File: config.mk
export PLATFORM = sky130hd
export DESIGN_NAME = regbank_wb_arbiter
export DESIGN_NICKNAME = d
export VERILOG_FILES = /design/src/rtl/regbank_pkg.sv /design/src/rtl/rf_starve_counter.sv /design/src/rtl/regbank_wb_arbiter.sv
export SDC_FILE = /design/constraint.sdc
export NUM_CORES = 1
export LEC_CHECK = 0
export CAP_MARGIN = 20
export CORE_MARGIN = 10
export CORE_UTILIZATION = 32
export CTS_CLUSTER_SIZE = 14
export DETAILED_ROUTE_END_ITERATION = 10
export PLACE_DENSITY_LB_ADDON = 0.12
export SETUP_SLACK_MARGIN = 0.05
export SLEW_MARGIN = 40
export SYNTH_ARGS = -nofsm -noshare
export SYNTH_HDL_FRONTEND = slang
export SYNTH_HIERARCHICAL = 1
export SYNTH_SLANG_ARGS = --single-unit
export TNS_END_PERCENT = 20
File: constraint.sdc
create_clock -name CLK -period 1.8 [get_ports CLK]
set_clock_uncertainty 0.1 [all_clocks]
set_input_delay 0.45 -clock CLK [delete_from_list [all_inputs] [get_ports CLK]]
set_output_delay 0.45 -clock CLK [all_outputs]
set_load 0.02 [all_outputs]
File: src/rtl/regbank_pkg.sv
// Shared types and constants for the register-bank writeback arbiter.
package regbank_pkg;

  localparam int REG_ADDR_W = 5;
  localparam int REG_DATA_W = 64;
  localparam logic [REG_ADDR_W-1:0] XZR_ADDR = 5'd31;

  typedef enum logic {
    MEM_PRI   = 1'b0,
    ALU_FORCE = 1'b1
  } arb_state_e;

  typedef enum logic {
    SRC_ALU = 1'b0,
    SRC_MEM = 1'b1
  } wb_src_e;

  typedef struct packed {
    logic [REG_ADDR_W-1:0] addr;
    logic [REG_DATA_W-1:0] data;
  } wb_req_t;

  // Writes to the zero register are swallowed when discarding is enabled.
  function automatic logic wb_discard(input logic en, input logic [REG_ADDR_W-1:0] addr);
    return en && (addr == XZR_ADDR);
  endfunction

endpackage

File: src/rtl/rf_starve_counter.sv
// Saturating loss counter; lim_o flags that the count reaches LIMIT at the next edge.
module rf_starve_counter #(
  parameter int LIMIT = 4
) (
  input  logic clk_i,
  input  logic rst_ni,
  input  logic inc_i,
  input  logic clr_i,
  output logic lim_o
);

  localparam int CW = (LIMIT < 1) ? 1 : $clog2(LIMIT + 1);
  localparam logic [CW-1:0] LIM = CW'(LIMIT);

  logic [CW-1:0] cnt_q, cnt_d;

  always_comb begin
    cnt_d = cnt_q;
    if (clr_i)
      cnt_d = '0;
    else if (inc_i && (cnt_q != LIM))
      cnt_d = CW'(cnt_q + 1'b1);
  end

  // Looking at the next value lets the arbiter switch on the same edge the limit is hit.
  assign lim_o = (cnt_d == LIM);

  always_ff @(posedge clk_i) begin
    if (!rst_ni) cnt_q <= '0;
    else         cnt_q <= cnt_d;
  end

endmodule

File: src/rtl/regbank_wb_arbiter.sv
// Two-source writeback arbiter for the register bank: memory priority with ALU
// starvation protection, registered write port. Optional forwarding: WB_BYPASS_EN.
module regbank_wb_arbiter
  import regbank_pkg::*;
#(
  parameter int STARVE_LIMIT = 4,
  parameter bit DISCARD_XZR  = 1'b1
) (
  input  logic                  CLK,
  input  logic                  RST_N,
  input  logic                  alu_valid,
  output logic                  alu_ready,
  input  logic [REG_ADDR_W-1:0] alu_addr,
  input  logic [REG_DATA_W-1:0] alu_data,
  input  logic                  mem_valid,
  output logic                  mem_ready,
  input  logic [REG_ADDR_W-1:0] mem_addr,
  input  logic [REG_DATA_W-1:0] mem_data,
  output logic [REG_ADDR_W-1:0] C,
  output logic [REG_DATA_W-1:0] Cdata,
  output logic                  W,
  output logic                  alu_starved
`ifdef WB_BYPASS_EN
  ,
  input  logic [REG_ADDR_W-1:0] A,
  input  logic [REG_ADDR_W-1:0] B,
  output logic                  Afwd_valid,
  output logic [REG_DATA_W-1:0] Afwd_data,
  output logic                  Bfwd_valid,
  output logic [REG_DATA_W-1:0] Bfwd_data
`endif
);

  localparam logic [0:0] ST_MEM_PRI   = MEM_PRI;
  localparam logic [0:0] ST_ALU_FORCE = ALU_FORCE;

  logic [0:0]            st_q, st_d;
  logic                  force_alu;
  logic                  alu_hs, mem_hs;
  logic                  starve_inc, starve_clr, starve_lim;
  wb_src_e               win_src;
  wb_req_t               win_req;
  logic                  W_q, W_d;
  logic [REG_ADDR_W-1:0] C_q, C_d;
  logic [REG_DATA_W-1:0] Cdata_q, Cdata_d;

  assign force_alu = (st_q == ST_ALU_FORCE);

  // Readies are gated by reset so nothing is accepted on a reset edge.
  assign alu_ready = RST_N && alu_valid && (force_alu || !mem_valid);
  assign mem_ready = RST_N && mem_valid && !(force_alu && alu_valid);
  assign alu_hs    = alu_valid && alu_ready;
  assign mem_hs    = mem_valid && mem_ready;

  always_comb begin
    win_src      = alu_hs ? SRC_ALU : SRC_MEM;
    win_req.addr = (win_src == SRC_ALU) ? alu_addr : mem_addr;
    win_req.data = (win_src == SRC_ALU) ? alu_data : mem_data;
  end

  // ALU_FORCE lasts a single cycle whether or not the ALU actually wins.
  assign starve_inc = !force_alu && mem_hs && alu_valid;
  assign starve_clr = alu_hs || force_alu;

  rf_starve_counter #(
    .LIMIT (STARVE_LIMIT)
  ) u_starve (
    .clk_i  (CLK),
    .rst_ni (RST_N),
    .inc_i  (starve_inc),
    .clr_i  (starve_clr),
    .lim_o  (starve_lim)
  );

  always_comb begin
    st_d = st_q;
    case (st_q)
      ST_MEM_PRI:   if (starve_lim) st_d = ST_ALU_FORCE;
      ST_ALU_FORCE: st_d = ST_MEM_PRI;
      default:      st_d = ST_MEM_PRI;
    endcase
  end

  always_comb begin
    W_d     = 1'b0;
    C_d     = C_q;
    Cdata_d = Cdata_q;
    if (alu_hs || mem_hs) begin
      C_d     = win_req.addr;
      Cdata_d = win_req.data;
      W_d     = !wb_discard(DISCARD_XZR, win_req.addr);
    end
  end

  always_ff @(posedge CLK) begin
    if (!RST_N) begin
      st_q    <= ST_MEM_PRI;
      W_q     <= 1'b0;
      C_q     <= '0;
      Cdata_q <= '0;
    end else begin
      st_q    <= st_d;
      W_q     <= W_d;
      C_q     <= C_d;
      Cdata_q <= Cdata_d;
    end
  end

  assign W           = W_q;
  assign C           = C_q;
  assign Cdata       = Cdata_q;
  assign alu_starved = force_alu;

`ifdef WB_BYPASS_EN
  assign Afwd_valid = W_q && (C_q == A);
  assign Afwd_data  = Cdata_q;
  assign Bfwd_valid = W_q && (C_q == B);
  assign Bfwd_data  = Cdata_q;
`endif

endmodule
==> impl_metrics.tcl <==
set metrics [dict create \
    status "complete, but fails checks" \
    violations "setup timing" \
    io_pins 215 \
    clkSinkCount 74 \
    gp_congestion 0.7502 \
    slew_headroom_pct 61.43 \
    synth_top_area_share_pct 46.52 \
    routedWlPerCell_um 19.89 \
    use_met2_pct 27.99 \
    synthTopCellsByArea "dfxtp_1 (47%), o21a_1 (15%), o221a_1 (13%)" \
    drc 0 \
    ys_types 28 \
    ctsHtreeMaxLevel 3 \
    finalCritPeriodShare_pct 102.9 \
    crit_fanout 3 \
    power_density_nw_per_um2 775.6 \
    dr.pass1.iters 4 \
    min_path_type "register to register" \
    drt_iter0_drc 199 \
    worstPathArrival_ns 1.30 \
    yosys.area_share.simple_pct 5.187 \
    fp.dieW_um 119.8 \
    syn_to_final_growth_pct 77.52 \
    synthesis.nets 432 \
    syn_inst 288 \
    synth_edf_count 0 \
    drive_gt1_share_pct 14.20 \
    antenna_cells 0 \
    clockRootBuffer "clkbuf_8" \
    worstHoldPathCells 2 \
    final_antenna_net_count 0 \
    drt-total-wl_um 12730 \
    hold_viol_final 0 \
    netlist_area_sq_um 3184 \
    worstSetupStartpointType "register" \
    synth_top_family_by_area "compound AO/OA/AOI/OAI gates" \
    initial_utilization_pct 32.73 \
    grt_max_degree 70 \
    yosys_warnings 6 \
    mostFrequentLayoutCell "clkdlybuf4s50_1" \
    setup_viol 1 \
    dp_hpwl_um 9523 \
    grt.busiest_layer "met2" \
    worstSetupPathType "register to primary output" \
    fillers 904 \
    synth_seq_cells 74 \
    yosys-mux-area-fraction_pct 0.6287 \
    end_kind "primary output" \
    grt_overflow_total 0 \
    dieArea_sq_um 14340 \
    antenna_found_initial 0 \
    synthAdderAreaFrac_pct 0.7859 \
    final_cell_mix "clkdlybuf4s50_1 (138), dfxtp_1 (73), dlygate4sd2_1 (71)" \
    worstPathRequired_ns 1.25 \
    grt_pass1_wl_um 19680 \
    power.leakage_nw 2.314 \
    cts.clk_slew.worst_paths_ns 0.07 \
    reg2reg_slack_ns 0.12 \
    clock_latency_ns 0.34 \
    use_met1_pct 19.29 \
    die_h_um 119.8 \
    dpl.cell_count 623 \
    vias_per_cell 5.102 \
    holdWs_ns 0.4559 \
    clockBufferDepth 2 \
    cts_buffers 9 \
    drv_slew 0 \
    worstMarginPinSlew_ns 0.5785 \
    synthXorXnorAreaFrac_pct 0.2750 \
    r2r_start "alu_starved$_SDFF_PP0_" \
    period_needed_ns 1.852 \
    grt_pass1_vias 3492 \
    min_to "C[0]$_SDFFE_PN0P_" \
    setup_ws_ns -0.05230 \
    ys_async_sr_fraction_pct 0 \
    row_count 36 \
    synthFlopType "dfxtp_1" \
    ir_drop_mv 0.3645 \
    yosys.area.top_type "dfxtp_1" \
    cap_violations 0 \
    fmax_ghz 0.5399 \
    avgSynthCellArea_sq_um 11.06 \
    track_usage_pct 17.06 \
    tritoncts "yes" \
    yosysSeqAreaShare_pct 46.52 \
    reg2reg_to "Cdata[19]$_SDFFE_PN0P_" \
    min_from "C[0]$_SDFFE_PN0P_" \
    synth-compound-area-share_pct 41.02 \
    use_met3_pct 7.314 \
    rsz0062_at_grt "true" \
    numPortBuffers 214 \
    stdcell_count 640 \
    nNetsFinal 646 \
    core_area_sq_um 9729 \
    reg2reg_depth 6 \
    num_vias 3265 \
]
-- synth_stat cells, types with 2 or more instances --
cell type / n
dfxtp_1: 74
o21a_1: 64
o221a_1: 38
o221a_2: 26
clkbuf_1: 18
nor2_1: 12
buf_6: 6
a211oi_1: 5
nand2_1: 5
nor3_1: 5
o21ai_0: 5
buf_2: 4
inv_1: 4
nand2b_1: 4
nand3_1: 3
ha_1: 2
mux2i_1: 2
-- report_power, final --
part	switching (mW)	leakage [nW]	internal (mW)
clock	0.626	0.109	0.815
combinational	0.497	1.59	0.608
sequential	0.0651	0.619	1.77
-- layer usage --
| metal | vias up | wire length (um) |
|---|---|---|
| met3 | 14 | 1223 |
| met2 | 145 | 5942 |
| met1 | 1544 | 5350 |
| li1 | 1562 | - |
| met4 | 0 | 216 |
| met5 | - | 0 |
-- worst max-delay path, stage by stage (launching register included) --
cell and delay, ns:
dfxtp_2 0.34, and2b_2 0.24, o211ai_4 0.22, inv_4 0.04, buf_6 0.13
-- stage by stage --
stage | total power, mW | setup slack [ns] | util [%] | cell area, sq um | setup TNS [ns]
floorplan | 2.387 | 0.03316 | - | 3199 | 0
global placement | 3.061 | -0.7267 | 56.48 | 5495 | -38.83
detailed placement | 3.080 | -0.7542 | 56.48 | 5495 | -40.83
CTS | 4.459 | -0.1151 | 58.10 | 5653 | -0.1151
global route | 4.595 | -0.1036 | 58.10 | 5653 | -0.1036
finish | 4.384 | -0.05230 | 58.10 | 5653 | -0.05230
-- registers in the layout, summed over array words and instances, names as in the netlist --
name	count
C	5
W	1
alu_starved	1
u_starve/cnt_q	3
Cdata	64
-- worst max-delay path by stage --
stage                      startpoint         to  cells after the start
2_1_floorplan               alu_valid  mem_ready                      6
5_1_grt        alu_starved$_SDFF_PP0_  mem_ready                      4
3_3_place_gp                alu_valid  mem_ready                      5
6_report       alu_starved$_SDFF_PP0_  mem_ready                      4
3_5_place_dp                alu_valid  mem_ready                      5
4_1_cts        alu_starved$_SDFF_PP0_  mem_ready                      4
-- area by class of cell --
type                            instances  area (sq um)  area share, %
Clock inverter                          5         77.57          1.372
Tap cell                              133         166.4          2.944
Multi-Input combinational cell        181          1543          27.29
Inverter                                4         17.52         0.3099
Clock buffer                           11         141.4          2.501
Sequential cell                        74          1483          26.23
Timing Repair Buffer                  232          2225          39.35
-- cell families after synthesis --
| group | Yosys count |
|---|---|
| compound gates | 142 |
| flops | 74 |
| simple gates | 34 |
| buf+inv | 33 |
| mux | 2 |
| fa+ha+maj | 2 |
| xor+xnor | 1 |
-- timing repair --
item	4_1_cts	5_1_grt
gates resized for setup	93	0
hold buffers	0	0
endpoints found under the setup margin	146	37
setup buffers	1	0
pin swaps	1	1
(Power assumes the default switching activity.)
